==> src/rtl/button_press_classifier.sv <==
`default_nettype none
// ============================================================================
// Module   : button_press_classifier
// Brief    : Classifies debounced presses as short / long (/ double with
//            DOUBLE_PRESS_EN defined) and counts classified presses mod 256.
// Revision : 1.0 - initial release
// ============================================================================
module button_press_classifier #(
    parameter int LONG_CYCLES       = 50_000_000,
    parameter int DOUBLE_GAP_CYCLES = 25_000_000,
    parameter int CNT_W             = 27
) (
    input  logic       clk,
    input  logic       reset,
    input  logic       btn_in,
    output logic       short_press,
    output logic       long_press,
    output logic       double_press,
    output logic       held,
    output logic [7:0] press_count
);

`ifdef DOUBLE_PRESS_EN
    typedef enum logic [2:0] {
        ST_IDLE      = 3'd0,
        ST_PRESSED   = 3'd1,
        ST_LONG_HELD = 3'd2,
        ST_GAP       = 3'd3,
        ST_SECOND    = 3'd4
    } state_t;

    localparam logic [CNT_W-1:0] c_gap_last = CNT_W'(DOUBLE_GAP_CYCLES - 1);
    logic r_double;
`else
    typedef enum logic [1:0] {
        ST_IDLE      = 2'd0,
        ST_PRESSED   = 2'd1,
        ST_LONG_HELD = 2'd2
    } state_t;

    // The gap window has no meaning in the three-state build.
    logic [31:0] w_unused_gap;
    assign w_unused_gap = DOUBLE_GAP_CYCLES;
`endif

    localparam logic [CNT_W-1:0] c_long_last = CNT_W'(LONG_CYCLES - 1);

    state_t           r_state;
    logic [CNT_W-1:0] r_cnt;
    logic             r_short;
    logic             r_long;
    logic [7:0]       r_count;

    always_ff @(posedge clk or negedge reset) begin
        if (!reset) begin
            r_state <= ST_IDLE;
            r_cnt   <= '0;
            r_short <= 1'b0;
            r_long  <= 1'b0;
            r_count <= 8'd0;
`ifdef DOUBLE_PRESS_EN
            r_double <= 1'b0;
`endif
        end else begin
            r_short <= 1'b0;
            r_long  <= 1'b0;
`ifdef DOUBLE_PRESS_EN
            r_double <= 1'b0;
`endif
            case (r_state)
                ST_IDLE: begin
                    if (btn_in) begin
                        r_state <= ST_PRESSED;
                        r_cnt   <= '0;
                    end
                end
                ST_PRESSED: begin
                    // Release is examined first so it wins on the threshold edge.
                    if (!btn_in) begin
                        r_cnt <= '0;
`ifdef DOUBLE_PRESS_EN
                        r_state <= ST_GAP;
`else
                        r_state <= ST_IDLE;
                        r_short <= 1'b1;
                        r_count <= r_count + 8'd1;
`endif
                    end else if (r_cnt == c_long_last) begin
                        r_state <= ST_LONG_HELD;
                        r_cnt   <= '0;
                        r_long  <= 1'b1;
                        r_count <= r_count + 8'd1;
                    end else begin
                        r_cnt <= r_cnt + 1'b1;
                    end
                end
                ST_LONG_HELD: begin
                    if (!btn_in) begin
                        r_state <= ST_IDLE;
                        r_cnt   <= '0;
                    end
                end
`ifdef DOUBLE_PRESS_EN
                ST_GAP: begin
                    if (btn_in) begin
                        r_state  <= ST_SECOND;
                        r_cnt    <= '0;
                        r_double <= 1'b1;
                        r_count  <= r_count + 8'd1;
                    end else if (r_cnt == c_gap_last) begin
                        r_state <= ST_IDLE;
                        r_cnt   <= '0;
                        r_short <= 1'b1;
                        r_count <= r_count + 8'd1;
                    end else begin
                        r_cnt <= r_cnt + 1'b1;
                    end
                end
                ST_SECOND: begin
                    if (!btn_in) begin
                        r_state <= ST_IDLE;
                        r_cnt   <= '0;
                    end
                end
`endif
                default: begin
                    r_state <= ST_IDLE;
                    r_cnt   <= '0;
                end
            endcase
        end
    end

    assign short_press = r_short;
    assign long_press  = r_long;
    assign press_count = r_count;

`ifdef DOUBLE_PRESS_EN
    assign double_press = r_double;
    assign held         = (r_state == ST_PRESSED) || (r_state == ST_LONG_HELD) ||
                          (r_state == ST_SECOND);
`else
    assign double_press = 1'b0;
    assign held         = (r_state == ST_PRESSED) || (r_state == ST_LONG_HELD);
`endif

endmodule
`default_nettype wire
==> config.mk <==
export PLATFORM = sky130hd
export DESIGN_NAME = button_press_classifier
export DESIGN_NICKNAME = d
export VERILOG_FILES = /design/src/rtl/button_press_classifier.sv
export SDC_FILE = /design/constraint.sdc
export NUM_CORES = 1
export LEC_CHECK = 0
export BUFFER_PORTS_ARGS = -buffer_cell sky130_fd_sc_hd__buf_4
export CORE_ASPECT_RATIO = 0.6
export CORE_MARGIN = 2
export CORE_UTILIZATION = 40
export CTS_BUF_LIST = sky130_fd_sc_hd__clkbuf_4 sky130_fd_sc_hd__clkbuf_8 sky130_fd_sc_hd__clkbuf_16
export CTS_CLUSTER_DIAMETER = 40
export DETAILED_ROUTE_END_ITERATION = 6
export PLACE_DENSITY = 0.65
export SLEW_MARGIN = 10
export SYNTH_ARGS = -nofsm -noshare
export SYNTH_HDL_FRONTEND = slang
export SYNTH_SLANG_ARGS = --single-unit
==> constraint.sdc <==
create_clock -name clk -period 2.45 [get_ports clk]
set_input_delay 0.3675 -clock clk [delete_from_list [all_inputs] [get_ports clk]]
set_output_delay 0.3675 -clock clk [all_outputs]
set_load 0.02 [all_outputs]
==> results.cfg <==
[status]
status = finished, final reports clean

[timing]
finalCritPeriodShare = 0.866
rsz0062_at_grt = false
finClkSkew_ns = 0.00617
fmax_mhz = 471
tns_ns = 0
hold_violations = 0
min_period_ns = 2.12
slew_violations = 0
setup_viol = 0

[cells_and_area]
multi_input_area_um2 = 1030
drive_above_1_share = 0.126
nets = 238
antenna_cells = 0
area_growth_syn_to_layout_pct = 11.5
fill_cells = 480
final_area_um2 = 2320
seqCellArea_um2 = 976

[yosys]
synthFlopType = dfrtp_1
synthesis.nets = 223
yosysWarnings = 0
ys_async_sr_fraction = 1.00
seq_area_frac_synth = 0.470
synth_area_per_cell_um2 = 9.67
ys_types = 33
synth_edf_count = 0
ys_ff_latch = 39
synth_area_um2 = 2080
syn_inst = 215

[cts]
clk_pin_slew_ns = 0.08
clk_latency_ns = 0.29
cts_root_buffer = clkbuf_8
cts.repair.resized = 0
ctsHtreeMaxLevel = 2
cts_tree = built
clock_path_buffers = 2
postCtsSetupBuffers = 0
numCtsBuffers = 5
clkSinkCount = 39
holdBufCountCts = 0

[power]
swShare = 0.343
p_switching_mw = 0.599
seqPwrFrac = 0.457
power_mw = 1.74
power_density_nw_per_um2 = 753
ir_drop_mv = 0.281
pwr-share-comb = 0.292
p_leak_nw = 0.918
clkPwrFrac = 0.252
p_int_mw = 1.15

[global_route]
grt-ovfl-total = 0
grt_max_degree = 40
grt_pass1_vias = 1412
antenna_found_initial = 0
grt_pass1_wl_um = 7040
grt_usage = 0.155

[job]
drv_cap = 0

[routing]
ant_nets = 0
wl_per_cell_um = 14.2
vias = 1559
routed_wl_um = 4190
drc = 0
drtPass1Iterations = 4
via_per_inst = 5.27
drt_iter0_markers = 136

[worst_setup_path]
critPathMaxStageDelay_ns = 0.43
startpoint = r_cnt[0]
cp_data_arrival_time_ns = 2.29
cp_data_required_time_ns = 2.62
cp_num_buf_inv = 1
cp_top_family = simple AND/OR/NAND/NOR gates
path_depth = 7
worstRegToRegCells = 7
cp_max_fo = 20
r2r_slack_ns = 0.33
critPathCapture = r_cnt[9]
cp_slowest_cell = o31a_2
timing.rr.start = r_cnt[0]
r2r-end = r_cnt[9]
crit_type = flip-flop to flip-flop
path_cells = ha_1, and3_1, nand2_1, o31a_2, nor2_4, buf_4, nor2_1
endpoint_kind = flip-flop
startpoint_type = flip-flop

[floorplanning]
io_pins = 15
die_x_um = 97.1
initial_core_util = 0.413
die_area_um2 = 5810
die_height_um = 59.8
core_area_um2 = 5030
rows = 20

[placed_design]
dp_hpwl_um = 2930
place_area_um2 = 2230
place.gp.congestion = 0.857
portBuffers = 13

[hold_path]
min_path_type = input port to async pin
[registers in the layout, summed over array words and instances, names as in the netlist]
name and count:
r_cnt 27, press_count 8, r_state 2, long_press 1, short_press 1
[worst min-delay path by stage]
stage / from / end / slack (ns)
after global placement: reset / press_count[7] / 0.38
after detailed placement: reset / press_count[7] / 0.38
final: reset / press_count[5] / 0.04
after CTS: reset / short_press / 0.07
after global routing: reset / short_press / 0.08
after floorplan: reset / long_press / 0.07
[cells in the final DEF, fill, tap and decap left out, types with 5 or more instances in the layout]
master,n
ha_1,5
nor4_1,7
nor2_1,27
o21ai_0,8
buf_4,14
inv_1,10
and3_1,5
dfrtp_1,39
nand3_1,11
nand4_1,9
nor4b_1,5
nand2_1,23
clkbuf_8,6
nor3_1,9
xnor2_1,25
[final cells by class]
type | instances | share of cell area
inverters | 10 | 0.0162
clock inverters | 1 | 0.00216
repair buffers | 14 | 0.0454
flip-flops and latches | 39 | 0.421
clock buffers | 6 | 0.0356
well taps | 66 | 0.0356
multi-input cells | 160 | 0.444
[cells in the mapped netlist, types with 2 or more instances]
library cell   n  area share
dfrtp_1       39        0.47
nor2_1        27       0.049
xnor2_1       25        0.11
nand2_1       23       0.042
nand3_1       11       0.026
inv_1         10       0.018
nand4_1        9       0.027
nor3_1         9       0.022
o21ai_0        8       0.019
nor4_1         7       0.021
and3_1         5       0.015
ha_1           5       0.030
nor4b_1        5       0.021
and2_1         3      0.0090
buf_4          3       0.011
mux2_2         3       0.016
nor3b_1        3       0.011
or3_1          3      0.0090
buf_2          2      0.0048
xor2_1         2      0.0084
[worst register-to-register path: cells and delay by family (launching register included)]
family                   cells  cell delay (ns)
AND/OR/NAND/NOR              4             0.72
AO/OA/AOI/OAI                1             0.44
flip-flops                   1             0.39
buffers and inverters        1             0.26
adder cells (fa/ha/maj)      1             0.20
[power by group through the flow]
| stage | combinational [mW] | clock [mW] | sequential (mW) |
|---|---|---|---|
| after floorplan | 0.288 | 0 | 0.859 |
| after CTS | 0.516 | 0.454 | 0.797 |
| after global routing | 0.555 | 0.482 | 0.811 |
| after global placement | 0.509 | 0 | 0.808 |
| final | 0.509 | 0.439 | 0.797 |
| after detailed placement | 0.513 | 0 | 0.809 |
[metal layers]
metal  global-route usage  routed length, µm  up-vias
met2                0.203               1600       45
met5                    0                  0        -
met1                0.247               2300      742
met3               0.0444                278        2
met4               0.0302                 13        0
li1                     -                  -      770
[per-stage QoR]
| step | std cells | setup slack, ns | utilization | hold slack [ns] |
|---|---|---|---|---|
| floorplan | 215 | 0.505 | - | 0.0719 |
| global placement | 289 | 0.432 | 0.443 | 0.382 |
| detailed placement | 289 | 0.366 | 0.443 | 0.380 |
| CTS | 296 | 0.355 | 0.461 | 0.0710 |
| global route | 296 | 0.101 | 0.461 | 0.0821 |
| finish | 296 | 0.328 | 0.461 | 0.0375 |
[kinds of logic after synthesis]
family | count (synthesis) | share of synthesized area
muxes | 4 | 0.0271
other | 1 | 0.00180
AOI/OAI and AO/OA | 14 | 0.0506
and+or+nand+nor | 109 | 0.272
DFF | 39 | 0.470
buffers and inverters | 16 | 0.0355
xor gates and xnor gates | 27 | 0.114
adders and majority gates | 5 | 0.0301
(Power assumes the default switching activity.)
